**src/rtl/ohm_meter_pkg.sv**
```systemverilog
//============================================================================
// ohm_meter_pkg: shared FSM states, width helpers and ADC code decode.
// Rev 1.0
//============================================================================
`default_nettype none

package ohm_meter_pkg;

  typedef enum logic [1:0] {
    S_IDLE = 2'd0,
    S_CALC = 2'd1,
    S_DONE = 2'd2
  } state_t;

  function automatic int unsigned num_w(input int unsigned m_w);
    return m_w + 16;
  endfunction

  function automatic int unsigned steps(input int unsigned nw);
    return (nw + 1) / 2;
  endfunction

  function automatic int unsigned ch_w(input int unsigned nch);
    return (nch > 1) ? $clog2(nch) : 1;
  endfunction

  // ADC codes are offset-inverted: MSB set is negative, else magnitude = ~code.
  function automatic logic adc_neg(input logic [31:0] code, input int unsigned adc_w);
    return ((code >> (adc_w - 1)) & 32'd1) != 32'd0;
  endfunction

  function automatic logic [31:0] adc_mag(input logic [31:0] code, input int unsigned adc_w);
    logic [31:0] mask;
    mask = (32'd1 << (adc_w - 1)) - 32'd1;
    return (~code) & mask;
  endfunction

endpackage

`default_nettype wire

```
**src/rtl/ohm_radix4_div.sv**
```systemverilog
//============================================================================
// ohm_radix4_div: radix-4 restoring divider, 2 quotient bits per cycle.
// Rev 1.0
//============================================================================
`default_nettype none

module ohm_radix4_div
  import ohm_meter_pkg::*;
#(
  parameter int unsigned NUM_W = 27,
  parameter int unsigned DEN_W = 11,
  localparam int unsigned Q_W   = 2 * steps(NUM_W)
) (
  input  logic             clk,
  input  logic             reset,
  input  logic             start_i,
  input  logic [NUM_W-1:0] num_i,
  input  logic [DEN_W-1:0] den_i,
  output logic             done_o,
  output logic [Q_W-1:0]   quot_o
);

  localparam int unsigned STEPS = steps(NUM_W);
  localparam int unsigned CNT_W = (STEPS > 1) ? $clog2(STEPS) : 1;
  localparam int unsigned RQ_W  = DEN_W + 1;
  localparam int unsigned REM_W = DEN_W + 3;

  logic             run_q;
  logic [CNT_W-1:0] cnt_q;
  logic [Q_W-1:0]   sh_q;
  logic [Q_W-1:0]   quot_q;
  logic [RQ_W-1:0]  rem_q;
  logic [REM_W-1:0] d1_q, d2_q, d3_q;

  logic [REM_W-1:0] w_part;
  logic [REM_W:0]   w_diff1, w_diff2, w_diff3;
  logic [REM_W-1:0] w_rem_sel;
  logic [1:0]       w_digit;

  assign w_part  = {rem_q, sh_q[Q_W-1 -: 2]};
  assign w_diff1 = {1'b0, w_part} - {1'b0, d1_q};
  assign w_diff2 = {1'b0, w_part} - {1'b0, d2_q};
  assign w_diff3 = {1'b0, w_part} - {1'b0, d3_q};

  // Largest multiple that leaves a non-negative remainder wins.
  always_comb begin
    w_digit   = 2'd0;
    w_rem_sel = w_part;
    if (!w_diff3[REM_W]) begin
      w_digit   = 2'd3;
      w_rem_sel = w_diff3[REM_W-1:0];
    end else if (!w_diff2[REM_W]) begin
      w_digit   = 2'd2;
      w_rem_sel = w_diff2[REM_W-1:0];
    end else if (!w_diff1[REM_W]) begin
      w_digit   = 2'd1;
      w_rem_sel = w_diff1[REM_W-1:0];
    end
  end

  assign done_o = run_q && (cnt_q == CNT_W'(STEPS - 1));
  assign quot_o = (quot_q << 2) | Q_W'(w_digit);

  always_ff @(posedge clk) begin
    if (reset) begin
      run_q  <= 1'b0;
      cnt_q  <= '0;
      sh_q   <= '0;
      quot_q <= '0;
      rem_q  <= '0;
      d1_q   <= '0;
      d2_q   <= '0;
      d3_q   <= '0;
    end else if (start_i) begin
      run_q  <= 1'b1;
      cnt_q  <= '0;
      sh_q   <= Q_W'(num_i);
      quot_q <= '0;
      rem_q  <= '0;
      d1_q   <= REM_W'(den_i);
      d2_q   <= REM_W'(den_i) << 1;
      d3_q   <= REM_W'(den_i) + (REM_W'(den_i) << 1);
    end else if (run_q) begin
      cnt_q  <= cnt_q + 1'b1;
      sh_q   <= sh_q << 2;
      quot_q <= quot_o;
      rem_q  <= RQ_W'(w_rem_sel);
      if (done_o) run_q <= 1'b0;
    end
  end

endmodule

`default_nettype wire

```
**src/rtl/ohm_meter.sv**
```systemverilog
//============================================================================
// ohm_meter: multi-channel igniter resistance meter, R = V*SCALE/I >> FRAC.
// Rev 1.0
//============================================================================
`default_nettype none

module ohm_meter
  import ohm_meter_pkg::*;
#(
  parameter int unsigned NCH     = 4,
  parameter int unsigned ADC_W   = 12,
  parameter int unsigned SCALE   = 42089,
  parameter int unsigned FRAC    = 10,
  parameter int unsigned R_W     = 12,
  parameter int unsigned I_MIN   = 1,
  parameter int unsigned R_LO    = 1,
  parameter int unsigned R_HI    = 10,
  parameter bit          OUT_INV = 1'b0,
  localparam int unsigned CH_W   = ch_w(NCH)
) (
  input  logic               clk,
  input  logic               reset,
  input  logic               valid_in,
  output logic               ready_in,
  input  logic [CH_W-1:0]    ch_in,
  input  logic [ADC_W-1:0]   v_in,
  input  logic [ADC_W-1:0]   i_in,
  output logic               valid_out,
  output logic [CH_W-1:0]    ch_out,
  output logic [R_W-1:0]     r_out,
  output logic               open_out,
  output logic               sat_out,
  output logic [NCH*R_W-1:0] r_hold,
  output logic [NCH-1:0]     cont_ok
);

  localparam int unsigned   M_W     = ADC_W - 1;
  localparam int unsigned   NUM_W   = num_w(M_W);
  localparam int unsigned   Q_W     = 2 * steps(NUM_W);
  localparam logic [15:0]   SCALE_C = SCALE[15:0];
  localparam logic [Q_W-1:0] R_MAX_C = Q_W'((64'd1 << R_W) - 64'd1);

  state_t state_q, state_d;
  logic [CH_W-1:0] ch_q;
  logic            open_q;
  logic            valid_q, open_out_q, sat_out_q;
  logic [CH_W-1:0] ch_out_q;
  logic [R_W-1:0]  r_out_q;
  logic [NCH*R_W-1:0] r_hold_q;
  logic [NCH-1:0]     cont_q;

  logic             w_v_neg, w_i_neg, w_open, w_accept, w_fin, w_div_done;
  logic [M_W-1:0]   w_v_mag, w_i_mag, w_den;
  logic [NUM_W-1:0] w_num;
  logic [Q_W-1:0]   w_quot, w_qs;
  logic             w_sat, w_cont;
  logic [R_W-1:0]   w_r, w_r_disp;

  assign w_v_neg = adc_neg(32'(v_in), ADC_W);
  assign w_i_neg = adc_neg(32'(i_in), ADC_W);
  assign w_v_mag = w_v_neg ? '0 : M_W'(adc_mag(32'(v_in), ADC_W));
  assign w_i_mag = M_W'(adc_mag(32'(i_in), ADC_W));
  assign w_open  = w_i_neg || (32'(w_i_mag) < I_MIN);
  // Open circuit still runs the full division so the timing never changes.
  assign w_den   = w_open ? M_W'(1) : w_i_mag;
  assign w_num   = {16'd0, w_v_mag} * {{M_W{1'b0}}, SCALE_C};

  assign w_accept = valid_in && (state_q == S_IDLE);
  assign w_fin    = (state_q == S_CALC) && w_div_done;

  ohm_radix4_div #(
    .NUM_W (NUM_W),
    .DEN_W (M_W)
  ) u_div (
    .clk     (clk),
    .reset   (reset),
    .start_i (w_accept),
    .num_i   (w_num),
    .den_i   (w_den),
    .done_o  (w_div_done),
    .quot_o  (w_quot)
  );

  assign w_qs     = w_quot >> FRAC;
  assign w_sat    = !open_q && (w_qs > R_MAX_C);
  assign w_r      = (open_q || w_sat) ? '1 : w_qs[R_W-1:0];
  assign w_cont   = !open_q && !w_sat && (32'(w_r) >= R_LO) && (32'(w_r) <= R_HI);
  assign w_r_disp = OUT_INV ? {1'b0, ~w_r[R_W-2:0]} : w_r;

  always_comb begin
    state_d = state_q;
    case (state_q)
      S_IDLE:  if (w_accept) state_d = S_CALC;
      S_CALC:  if (w_div_done) state_d = S_DONE;
      S_DONE:  state_d = S_IDLE;
      default: state_d = S_IDLE;
    endcase
  end

  always_ff @(posedge clk) begin
    if (reset) begin
      state_q    <= S_IDLE;
      ch_q       <= '0;
      open_q     <= 1'b0;
      valid_q    <= 1'b0;
      ch_out_q   <= '0;
      r_out_q    <= '0;
      open_out_q <= 1'b0;
      sat_out_q  <= 1'b0;
    end else begin
      state_q <= state_d;
      valid_q <= w_fin;
      if (w_accept) begin
        ch_q   <= ch_in;
        open_q <= w_open;
      end
      if (w_fin) begin
        ch_out_q   <= ch_q;
        r_out_q    <= w_r_disp;
        open_out_q <= open_q;
        sat_out_q  <= w_sat;
      end
    end
  end

  // An out-of-range channel tag matches no slot, so no hold register moves.
  for (genvar k = 0; k < NCH; k++) begin : g_ch
    always_ff @(posedge clk) begin
      if (reset) begin
        r_hold_q[k*R_W +: R_W] <= '0;
        cont_q[k]              <= 1'b0;
      end else if (w_fin && (ch_q == CH_W'(k))) begin
        r_hold_q[k*R_W +: R_W] <= w_r_disp;
        cont_q[k]              <= w_cont;
      end
    end
  end

  assign ready_in  = (state_q == S_IDLE);
  assign valid_out = valid_q;
  assign ch_out    = ch_out_q;
  assign r_out     = r_out_q;
  assign open_out  = open_out_q;
  assign sat_out   = sat_out_q;
  assign r_hold    = r_hold_q;
  assign cont_ok   = cont_q;

endmodule

`default_nettype wire

```
**config.mk**
```make
export PLATFORM = sky130hd
export DESIGN_NAME = ohm_meter
export DESIGN_NICKNAME = d
export VERILOG_FILES = /design/src/rtl/ohm_meter_pkg.sv /design/src/rtl/ohm_radix4_div.sv /design/src/rtl/ohm_meter.sv
export SDC_FILE = /design/constraint.sdc
export NUM_CORES = 1
export LEC_CHECK = 0
export ABC_AREA = 1
export BUFFER_PORTS_ARGS = -buffer_cell sky130_fd_sc_hd__buf_2
export CAP_MARGIN = 20
export CORE_MARGIN = 2
export CORE_UTILIZATION = 65
export CTS_CLUSTER_SIZE = 25
export DETAILED_ROUTE_END_ITERATION = 12
export HOLD_SLACK_MARGIN = 0.1
export PLACE_DENSITY = 0.94
export SKIP_CTS_REPAIR_TIMING = 1
export SLEW_MARGIN = 20
export SYNTH_ARGS = -nofsm -noshare
export SYNTH_HDL_FRONTEND = slang
export SYNTH_SLANG_ARGS = --single-unit
```
**constraint.sdc**
```tcl
create_clock -name clk -period 7.2 [get_ports clk]
set_clock_uncertainty 0.15 [all_clocks]
set_input_delay 0.72 -clock clk [delete_from_list [all_inputs] [get_ports clk]]
set_output_delay 0.72 -clock clk [all_outputs]
set_load 0.01 [all_outputs]
```
# ---- Yosys cells after proc, flatten, opt, wreduce, memory -nomap -nowiden
# Index checks and enable logic that the tools add are counted.
dict set report word_totals {
  word_cells 81
  inputBits 29
  register_bits 170
}
dict set report classes {
  n_reduce_logical 20
  eq_ne 7
  muxes 17
  n_mul 1
  n_bitwise 3
  n_addsub 5
  order_cmp 4
}
# op count
set ops {}
lappend ops {{2-to-1 mux 27 bit} 2}
lappend ops {{2-to-1 mux 12 bit} 4}
lappend ops {{bitwise OR 28 x 2 -> 28 bit} 1}
lappend ops {{multiplier 11 x 16 -> 27 bit (second input constant)} 1}
lappend ops {{2-to-1 mux 11 bit} 2}
lappend ops {{NOT 11 bit} 2}
lappend ops {{> comparator 18 x 12 -> 1 bit (second input constant)} 1}
lappend ops {{subtractor 14 x 11 -> 15 bit} 1}
lappend ops {{subtractor 14 x 12 -> 15 bit} 1}
lappend ops {{subtractor 14 x 14 -> 15 bit} 1}
lappend ops {{adder 11 x 12 -> 13 bit} 1}
lappend ops {{>= comparator 12 x 1 -> 1 bit (second input constant)} 1}
lappend ops {{less-or-equal comparator 12 x 4 -> 1 bit (second input constant)} 1}
lappend ops {{logical AND 1 bit} 11}
lappend ops {{less-than comparator 11 x 1 -> 1 bit (second input constant)} 1}
lappend ops {{2-to-1 mux 2 bit} 4}
lappend ops {{adder 4 x 1 -> 4 bit (second input constant)} 1}
lappend ops {{== test 2 x 1 -> 1 bit (second input constant)} 2}
lappend ops {{== test 2 bit (second input constant)} 2}
lappend ops {{== test 4 bit (second input constant)} 1}
lappend ops {{zero test 2 bit} 2}
lappend ops {{2-to-1 mux 1 bit} 4}
lappend ops {{one-hot mux 2 bit (2 select lines)} 1}
lappend ops {{zero test 1 bit} 2}
lappend ops {{other kinds (6)} 7}

# ---- Depth between registers and ports, before layout
# Gate-level depths: netlist of the first run.
dict set report logic_depth {
  ltp_word 12
  depth_mapped 28
  depth_no_buf 26
}

# ---- Cells and area by module
# Synthesis of the first run repeated with hierarchy kept, for this count alone.
dict set report hier_totals {
  cells_unflattened 1735
  hier_area_um2 12021.5
}
# mod seq_area_each_um2 cells_each instances area_per_inst_um2
set by_module_without_submodules {}
lappend by_module_without_submodules {ohm_radix4_div 1881.8 873 1 6048.3}
lappend by_module_without_submodules {ohm_meter 1481.4 862 1 5973.2}

# ---- Worst setup path before layout of the first run
# Ideal clock, no wire load.
dict set report synth_path {
  path_type {input -> register}
  start {input port v_in[11]}
  end {register u_div.sh_q[20]}
  setup_slack_ns 2.162
  path_stages 21
  setup_ns 0.132
  arrival_ns 4.756
  path_cell_list {clkbuf_1 nor2_1 ha_1 fa_1 fa_1 inv_1 fa_1 inv_1 fa_1 inv_1 ha_1 a21oi_1 inv_1 a21oi_1 nor2_1 nor2_1 nand2_1 nand2_1 nand3_1 nand2_1 a21oi_1}
}
dict set report synth_between {
  elab_chain_cells 3
}
# element line_no
set synth_rtl {}
lappend synth_rtl {{from (decl)} ohm_meter.sv:26} ;# input logic [ADC_W-1:0] v_in,
lappend synth_rtl {{2-to-1 mux 11 bit} ohm_meter.sv:61} ;# assign w_v_mag = w_v_neg ? '0 : M_W'(adc_mag(32'(v_in), ADC_W));
lappend synth_rtl {{multiplier 11 x 16 -> 27 bit} ohm_meter.sv:66} ;# assign w_num = {16'd0, w_v_mag} * {{M_W{1'b0}}, SCALE_C};
lappend synth_rtl {{2-to-1 mux 27 bit} ohm_radix4_div.sv:74} ;# end else if (start_i) begin
lappend synth_rtl {{to (signal assigned)} ohm_radix4_div.sv:77} ;# sh_q <= Q_W'(num_i);
lappend synth_rtl {{to (signal assigned)} ohm_radix4_div.sv:85} ;# sh_q <= sh_q << 2;
lappend synth_rtl {{to (decl)} ohm_radix4_div.sv:30} ;# logic [Q_W-1:0] sh_q;
# No other way between the ends.
# A chain may end at the register's enable or synchronous reset.

# ---- Worst setup path after layout of the first run
# Same ends and word-level chain as after synthesis.

==> results.ini, run 1 <==
[outcome]
status = finished, final reports clean

[timing]
fmax_mhz = 200.6
setup_viol = 0
fin_crit_sh = 0.6925
worst_pin_slew_ns = 0.8718
rsz0062_at_grt = false
finalMaxSlewViolations = 0
hold_violations = 0
fin_ws_ns = 2.214
slew-limit-headroom = 0.4174
min_period_ns = 4.986
final.setup.tns_ns = 0

[setup_path]
r2r-end = u_div.quot_q[0]
cp.arrival_ns = 5.15
r2r_setup_slack_ns = 4.09
r2r_start = state_q[1]
crit_type = in -> reg
required_ns = 7.36
path_max_fanout = 15
cp-end-kind = register
reg2reg_depth = 10
start_kind = input port

[placement]
dp_slack_ns = 1.766
port_buffers = 98
dp_hpwl_mm = 24.38
gp_congestion = 0.9884
place_area_um2 = 12330
placedCellCount = 1970

[final_layout]
nNetsFinal = 1942
final_util = 0.7245
stdcell_count = 2003
postLayoutCellArea_um2 = 12930
final_layout_size_suffix_gt1_frac = 0.09927
areaGrowthSynthToFinish_pct = 9.764
fill_cells = 1397

[grt]
grt_use_total = 0.3453
antenna_found_initial = 1
grt_overflow = 0
first_global_vias = 11290
grt_first_pass_wirelength_mm = 54.40
grt_max_degree = 67

[synthesis]
ys_seq_area_frac = 0.2856
synth_cells = 1691
synth_cell_types = 45
synth_seq_cells = 168
syn_area_per_cell_um2 = 6.964
syn_nets = 1873
synth_area_leaders = dfxtp_1, ha_1, nand2_1
synth_area_leader_cell = dfxtp_1
synth_warnings = 0
synth_area_um2 = 11780
synth.top_cell.area_share = 0.2856

[detailed_routing]
avgViaCountPerCell = 5.908
dr.pass1.iters = 5
drt_iter0_drc = 1101
vias = 11830
antenna_left = 0
drt-wirelength-per-cell_um = 16.70
drc = 0
wirelength_mm = 33.44

[clock_tree]
cts_tree = done
root_buffer = clkbuf_16
insertion_delay_ns = 0.44
cts_max_level = 4
cts.sinks = 168
clkTransAtPathRegs_ns = 0.07
clockBufferDepth = 2
cts-buffers-inserted = 17

[min_path]
hold_path_class = reg -> reg
hp-start = r_hold[10]
holdPathEnd = r_hold[10]
min_path_cells = 2

[floorplanning]
core-area_um2 = 17840
start_util = 0.6601
die_w_um = 138.6
dieHeight_um = 138.6
placementRows = 49
io_pins = 99
dieArea_um2 = 19210

[pwr]
peakVddDrop_v = 0.0002214
leakage_uw = 0.006568
powerDensity_nw_per_um2 = 254.7

[flow_run]
maxCapViolCount = 0

[logic make-up (layout without fill, tap and decap cells)]
kind of cell             Yosys count  in the layout  synth area share
AO/OA/AOI/OAI                    363            363            0.1639
XOR/XNOR                          33             33           0.02454
adder cells (fa/ha/maj)          153            153            0.1817
buffers and inverters            278            360           0.09498
flip-flops                       168            168            0.2856
other                              0              1                 0
AND/OR/NAND/NOR                  696            696            0.2493
[flip-flops by register name, summed over array words and instances, names as in the netlist, 2 cells and up]
| signal | count |
|---|---|
| u_div.rem_q | 12 |
| u_div.sh_q | 28 |
| u_div.d3_q | 12 |
| r_out | 12 |
| cont_ok | 4 |
| ch_out | 2 |
| r_hold | 48 |
| ch_q | 2 |
| u_div.d1_q | 11 |
| state_q | 2 |
| u_div.cnt_q | 4 |
| u_div.quot_q | 26 |
[power breakdown]
group          internal (µW)  switching (µW)
clock network            474             444
registers                972            37.2
logic                    454             910
[stage by stage]
step / hold slack (ns) / power [µW]
6_report: 0.3137 / 3292
5_1_grt: 0.3318 / 3492
4_1_cts: 0.3135 / 3250
3_5_place_dp: 0.3024 / 2338
3_3_place_gp: 0.2998 / 2310
2_1_floorplan: 0.2909 / 2046
[Yosys cell counts (all sizes together)]
cell type and instances:
inv 220, nor3 11, a21o 5, dfxtp 168, a31oi 5, o21ai 127
xor2 22, o22ai 8, a22o 2, nand4 20, o21bai 5, or2 9
fa 30, nor4 2, nand2 391, nor2 167, xnor2 11, clkbuf 29
buf 27, o21a 1, a221oi 3, nand3 89, nor2b 1, ha 123
a21oi 195, a21boi 2, o221ai 3, nand3b 4, clkinv 2, and2 2
o211ai 6, a32o 1
[metal layers]
| metal | part of all wire | vias to the layer above | global-route usage |
|---|---|---|---|
| met5 | 0 | - | 0 |
| met4 | 0.053 | 0 | 0.1821 |
| met3 | 0.074 | 153 | 0.06250 |
| met2 | 0.48 | 520 | 0.5834 |
| met1 | 0.39 | 5494 | 0.4219 |
| li1 | - | 5667 | - |
[final cells by class]
type / instances / area (µm²) / area share
timing repair buffer: 106 / 550.5 / 0.04259
multi-input combinational: 1245 / 7297 / 0.5645
antenna: 1 / 2.502 / 0.0001936
sequential: 168 / 3364 / 0.2603
inverter: 222 / 834.6 / 0.06456
clock inverter: 14 / 151.4 / 0.01171
clock buffer: 18 / 439.2 / 0.03398
tap: 229 / 286.5 / 0.02217
[critical path, cell delays in order]
cell	delay [ns]
buf_2	0.19
nor2_1	0.24
inv_1	0.12
ha_1	0.32
fa_1	0.49
fa_1	0.51
inv_1	0.06
fa_1	0.53
inv_1	0.06
fa_1	0.52
inv_1	0.05
ha_1	0.35
a21oi_1	0.18
inv_1	0.05
a21oi_1	0.25
nor2_1	0.07
nor2_1	0.12
nand2_1	0.07
nand2_1	0.05
nand3_1	0.06
nand2_1	0.07
a21oi_1	0.05
[worst max-delay path by stage]
| stage | start | to | slack [ns] |
|---|---|---|---|
| floorplan | v_in[11] | u_div.sh_q[20] | 2.16 |
| global placement | v_in[11] | u_div.sh_q[20] | 1.79 |
| detailed placement | v_in[11] | u_div.sh_q[20] | 1.77 |
| CTS | v_in[11] | u_div.sh_q[20] | 2.21 |
| global route | v_in[11] | u_div.sh_q[20] | 1.87 |
| finish | v_in[11] | u_div.sh_q[20] | 2.21 |
[layout by cell type (no fill, tap or decap), types with 3 or more instances in the layout]
cell	instances
nand2_1	384
inv_1	219
a21oi_1	192
dfxtp_1	167
nor2_1	156
o21ai_0	127
ha_1	123
buf_2	98
nand3_1	86
fa_1	30
xor2_1	22
nand4_1	20
clkbuf_16	17
xnor2_1	11
nor3_1	9
or2_2	8
o22ai_1	8
buf_4	8
nor2_2	7
o211ai_1	6
inv_8	6
a21o_1	5
nand2_2	5
o21bai_1	5
a31oi_1	5
nor2_4	4
nand3b_1	4
nand3_2	3
a21oi_2	3
o221ai_1	3
a221oi_1	3
clkinv_4	3
(Power assumes the default switching activity.)
==> run 2: changes to the inputs <==
ABC_AREA = 0   (was 1)
CORE_UTILIZATION = 61   (was 65)
PLACE_DENSITY = 0.89   (was 0.94)
clock period = 4.9 ns   (was 7.2 ns; I/O delays follow)
==> results.ini, run 2 <==
[clock_tree]
cts_tree = done
cts_max_level = 4  ; unchanged
clockBufferDepth = 2  ; unchanged
clkTransAtPathRegs_ns = 0.07  ; about the same
insertion_delay_ns = 0.44  ; about the same
root_buffer = clkbuf_16
cts.sinks = 168  ; unchanged
cts-buffers-inserted = 17  ; unchanged

[synthesis]
synthArstFlopShare = 0  ; unchanged
synth_edf_count = 0  ; unchanged
synth_warnings = 0  ; unchanged
synth_area_leader_cell = dfxtp_1
synth_area_um2 = 11080  ; -5.9%
synth.top_cell.area_share = 0.3034  ; +0.01783
synth_cells = 1300  ; -23%
synth_cell_types = 69  ; +53%
synth_most_common_cell = nor2_1
syn_area_per_cell_um2 = 8.526  ; +22%
synth_seq_cells = 168  ; unchanged
synth_flop_cell = dfxtp_1
syn_nets = 1482  ; -21%
ys_seq_area_frac = 0.3034  ; +0.01783
synth_area_leaders = dfxtp_1, ha_1, nor2_1
synthTopCellsByCount = nor2_1, dfxtp_1, ha_1

[final_layout]
nNetsFinal = 1579  ; -19%
stdcell_count = 1639  ; -18%
multi_input_area_um2 = 7212  ; -1.2%
ff_latch_area_um2 = 3367  ; about the same
n_antenna_cell = 0  ; -1
areaGrowthSynthToFinish_pct = 14.16
layout_commonest_cell = nor2_1
largest_register_ffs = 48  ; unchanged
final_layout_size_suffix_gt1_frac = 0.1567  ; +0.05747
postLayoutCellArea_um2 = 12650  ; -2.1%
fill_cells = 1321  ; -5.4%
final_cell_mix = nor2_1, dfxtp_1, ha_1

[floorplanning]
core-area_um2 = 17900  ; +0.34%
dieHeight_um = 138.8  ; +0.14%
io_pins = 99  ; unchanged
start_util = 0.6192  ; -0.04091
placementRows = 49  ; unchanged
dieArea_um2 = 19270  ; +0.29%
die_w_um = 138.8  ; +0.14%

[pwr]
pwr-share-clk = 0.313  ; +0.034
power.internal_uw = 2764  ; +45%
switchingPower_uw = 1611  ; +16%
powerDensity_nw_per_um2 = 345.8  ; +36%
swShare = 0.3683  ; -0.05441
peakVddDrop_v = 0.0002838  ; +28%
power_frac_seq = 0.334  ; +0.027
power_frac_comb = 0.353  ; -0.061
leakage_uw = 0.005563  ; -15%

[placement]
dp_hpwl_mm = 20.42  ; -16%
port_buffers = 98  ; unchanged
placedCellCount = 1607  ; -18%
gp_congestion = 0.9195  ; -7.0%
place_area_um2 = 12020  ; -2.5%

[timing]
slew-limit-headroom = 0.2640  ; -0.1534
min_period_ns = 4.741
fin_crit_sh = 0.9676
worst_pin_slew_ns = 1.104  ; +0.2323 ns
finalMaxSlewViolations = 0  ; unchanged
hold_violations = 0  ; unchanged
rsz0062_at_grt = false
timing.hold.ws_ns = 0.1514  ; -0.1622 ns
fmax_mhz = 210.9
setup_viol = 0  ; unchanged

[grt]
grt_max_degree = 102  ; +52%
grt_first_pass_wirelength_mm = 47.70  ; -12%
antenna_found_initial = 0  ; -1
grt_use_total = 0.2959  ; -0.04947
grt_overflow = 0  ; unchanged
first_global_vias = 10120  ; -10%

[setup_path]
cp.arrival_ns = 4.90  ; -0.25 ns
required_ns = 5.06  ; -2.30 ns
path_max_fanout = 4  ; -11
r2r-end = u_div.rem_q[0]
start_kind = input port
r2r_setup_slack_ns = 1.28  ; -2.81 ns
crit_end = u_div.sh_q[26]
startpoint = v_in[9]
reg2reg_depth = 10  ; unchanged
cp-end-kind = register
crit_type = in -> reg
r2r_start = u_div.sh_q[26]

[detailed_routing]
vias = 9967  ; -16%
drc = 0  ; unchanged
drt-wirelength-per-cell_um = 17.31  ; +3.7%
antenna_left = 0  ; unchanged
wirelength_mm = 28.37  ; -15%
drt_iter0_drc = 767  ; -30%
avgViaCountPerCell = 6.081  ; +2.9%
dr.pass1.iters = 5  ; unchanged

[min_path]
hold_path_class = in -> reg
hp-start = i_in[7]

[flow_run]
maxCapViolCount = 0  ; unchanged

[outcome]
status = finished, final reports clean

==> run 2: layer usage <==
metal  track usage  routed length, µm  share of wire  up-vias
li1              -                  -              -     4792
met1        0.3545              11750           0.41     4743
met2        0.5196              14030           0.49      330
met3       0.05007               1475          0.052      102
met4        0.1361               1113          0.039        0
met5             0                  0              0        -
==> run 2: area by class of cell <==
| type | count | area share |
|---|---|---|
| multi-input cells | 982 | 0.5700 |
| flip-flops and latches | 168 | 0.2661 |
| repair buffers | 147 | 0.06803 |
| clock buffers | 17 | 0.03362 |
| inverters | 81 | 0.02403 |
| well taps | 229 | 0.02264 |
| clock inverters | 15 | 0.01562 |
==> run 2: power by group through the flow <==
stage,sequential [µW],clock [µW],combinational (µW)
2_1_floorplan,1480,0,1110
3_3_place_gp,1490,0,1450
3_5_place_dp,1490,0,1510
4_1_cts,1460,1380,1520
5_1_grt,1470,1430,1710
6_report,1460,1370,1550
==> run 2: how the worst min path moves through the flow <==
stage	to	slack, ns	cells past startpoint
after detailed placement	ch_out[0]	0.30	2
after floorplan	u_div.d3_q[3]	0.28	2
final	u_div.d1_q[7]	0.15	2
after global routing	u_div.d1_q[7]	0.16	2
after CTS	ch_q[0]	0.14	3
after global placement	sat_out	0.29	2
==> run 2: cells by family (layout without fill, tap and decap cells) <==
logic type               after synthesis  after routing  share of synthesized area
AND/OR/NAND/NOR                      399            399                     0.1633
AO/OA/AOI/OAI                        311            311                     0.1879
flip-flops                           168            168                     0.3034
adder cells (fa/ha/maj)              153            153                     0.1930
buffers and inverters                150            260                    0.05136
XOR/XNOR                              64             64                    0.05057
multiplexers                          55             55                    0.05034
==> run 2: critical path, cell delays in order <==
cell and delay (ns):
buf_2 0.14, nor2_4 0.12, inv_2 0.06, ha_4 0.23, fa_1 0.49, fa_1 0.51, inv_1 0.06, fa_1 0.50
inv_1 0.05, fa_1 0.49, inv_2 0.05, ha_4 0.22, and4_1 0.18, and3_1 0.16, and4_1 0.20, a221oi_2 0.31
a211oi_2 0.15, o41ai_2 0.26, xnor2_1 0.16, a21oi_1 0.08
==> run 2: per-stage QoR <==
| stage | utilization | power, µW | setup TNS, ns | setup WS, ns |
|---|---|---|---|---|
| global placement | 0.6717 | 2938 | -0.6771 | -0.2368 |
| global route | 0.7068 | 4610 | 0 | 0.001637 |
| detailed placement | 0.6717 | 2997 | -1.750 | -0.3702 |
| floorplan | - | 2587 | -0.1763 | -0.1450 |
| CTS | 0.7065 | 4359 | 0 | 0.08681 |
| finish | 0.7068 | 4376 | 0 | 0.1587 |
==> run 3: changes to the inputs <==
BUFFER_PORTS_ARGS = -buffer_cell sky130_fd_sc_hd__buf_4   (was -buffer_cell sky130_fd_sc_hd__buf_2)
RECOVER_POWER = 100   (was unset)
==> results.ini, run 3 (synthesis gave the netlist of run 2 again) <==
[setup_path]
cp_common_cell = fa_1
cp-end-kind = register
reg2reg_depth = 7  ; -3
required_ns = 5.06  ; about the same
crit_type = in -> reg
cp_cell_sequence = buf_4 > or3_1 > fa_1 > fa_1 > inv_1 > fa_1 > inv_1 > fa_1 > inv_1 > ha_4 > and4_1 > and3_1 > and4_1 > a221oi_2 > a211oi_2 > o41ai_2 > xnor2_1 > a21oi_1
path_max_fanout = 7  ; +3
cp.arrival_ns = 4.92  ; +0.02 ns
crit_slowest_cell = fa_1
start_kind = input port
max_stage_delay_ns = 0.50  ; about the same

[pwr]
leakage_uw = 0.005265  ; -5.3%
powerDensity_nw_per_um2 = 347.9  ; +0.61%
peakVddDrop_v = 0.0002861  ; +0.80%

[clock_tree]
root_buffer = clkbuf_16
cts.sinks = 168  ; unchanged
insertion_delay_ns = 0.44  ; about the same
cts_max_level = 4  ; unchanged
clkTransAtPathRegs_ns = 0.07  ; about the same
cts-buffers-inserted = 17  ; unchanged
cts_tree = done
clockBufferDepth = 2  ; unchanged

[min_path]
hold_path_class = in -> reg
min_path_cells = 2  ; unchanged

[detailed_routing]
avgViaCountPerCell = 5.996  ; -1.4%
drt-wirelength-per-cell_um = 17.09  ; -1.3%
vias = 9827  ; -1.4%
dr.pass1.iters = 6  ; +1
antenna_left = 0  ; unchanged
drc = 0  ; unchanged
wirelength_mm = 28.01  ; -1.3%
drt_iter0_drc = 688  ; -10%

[outcome]
status = finished with violations
violations = max-capacitance violations, max-slew violations

[final_layout]
areaGrowthSynthToFinish_pct = 13.77
fill_cells = 1400  ; +6.0%
largest_register_ffs = 48  ; unchanged
final_layout_size_suffix_gt1_frac = 0.1000  ; -0.05674
layout_commonest_cell = nor2_1
nNetsFinal = 1579  ; unchanged
n_antenna_cell = 0  ; unchanged
final_cell_mix = nor2_1, dfxtp_1, ha_1
stdcell_count = 1639  ; unchanged
postLayoutCellArea_um2 = 12610  ; -0.34%

[placement]
dp_slack_ns = -0.2889  ; +0.08134 ns
placedCellCount = 1606  ; -0.062%
dp_hpwl_mm = 20.54  ; +0.61%
place_area_um2 = 12260  ; +2.0%
port_buffers = 98  ; unchanged
gp_congestion = 0.9320  ; +1.4%

[timing]
worst_pin_slew_ns = 4.167  ; +3.063 ns
min_period_ns = 4.755  ; +0.01350 ns
fin_crit_sh = 0.9704  ; +0.002754
slew-limit-headroom = -1.778  ; -2.042
finalMaxSlewViolations = 156  ; +156
setup_viol = 0  ; unchanged
hold_violations = 0  ; unchanged
fin_ws_ns = 0.1452  ; -0.01350 ns
fmax_mhz = 210.3  ; -0.28%
rsz0062_at_grt = false

[floorplanning]
start_util = 0.6192  ; unchanged
dieHeight_um = 138.8  ; unchanged
io_pins = 99  ; unchanged
die_w_um = 138.8  ; unchanged
placementRows = 49  ; unchanged
dieArea_um2 = 19270  ; unchanged
core-area_um2 = 17900  ; unchanged

[flow_run]
maxCapViolCount = 2  ; +2

[grt]
grt_first_pass_wirelength_mm = 46.71  ; -2.1%
antenna_found_initial = 0  ; unchanged
grt_overflow = 0  ; unchanged
grt_max_degree = 98  ; -3.9%
grt_use_total = 0.2926  ; -0.003268
first_global_vias = 9745  ; -3.7%

-- run 3: worst paths after layout --
check,start,end,slack (ns)
setup / recovery,v_in[11],u_div.sh_q[26],0.15
hold reg to reg,u_div.d3_q[3],u_div.d3_q[3],0.31
setup reg to reg,state_q[1],u_div.rem_q[1],0.87
hold / removal,i_in[3],u_div.d1_q[3],0.11
-- run 3: power by group --
| part | switching (µW) | total [µW] | internal [µW] |
|---|---|---|---|
| combinational | 881 | 1510 | 634 |
| sequential | 46.7 | 1460 | 1420 |
| clock | 697 | 1410 | 711 |
| total | 1630 | 4390 | 2760 |
-- run 3: layout make-up --
cell class	instances	area, µm²	share of cell area
flip-flops and latches	168	3367	0.2670
repair buffers	147	818.3	0.06489
clock buffers	17	425.4	0.03373
multi-input cells	982	7198	0.5708
inverters	81	304.0	0.02411
well taps	229	286.5	0.02272
clock inverters	15	211.5	0.01677
-- run 3: critical path, delay by kind of cell --
family          cells  cell delay, ns
fa+ha+maj           5            2.16
simple gates        4            0.94
buf+inv             4            0.31
xor+xnor            1            0.16
compound gates      4            0.85
-- run 3: through the flow --
step	setup TNS [ns]	utilization	hold WS, ns	power [µW]
detailed placement	-0.9409	0.6848	0.3009	2988
global route	0	0.7044	0.1020	4647
CTS	0	0.7204	0.09436	4394
finish	0	0.7044	0.1143	4388
global placement	-0.6121	0.6848	0.2904	2945
floorplan	-0.1763	-	0.2819	2587
-- run 3: metal layers --
| layer | up-vias | part of all wire | track usage |
|---|---|---|---|
| li1 | 4791 | - | - |
| met1 | 4688 | 0.43 | 0.3617 |
| met2 | 277 | 0.50 | 0.5051 |
| met3 | 71 | 0.041 | 0.04662 |
| met4 | 0 | 0.033 | 0.1302 |
| met5 | - | 0 | 0 |
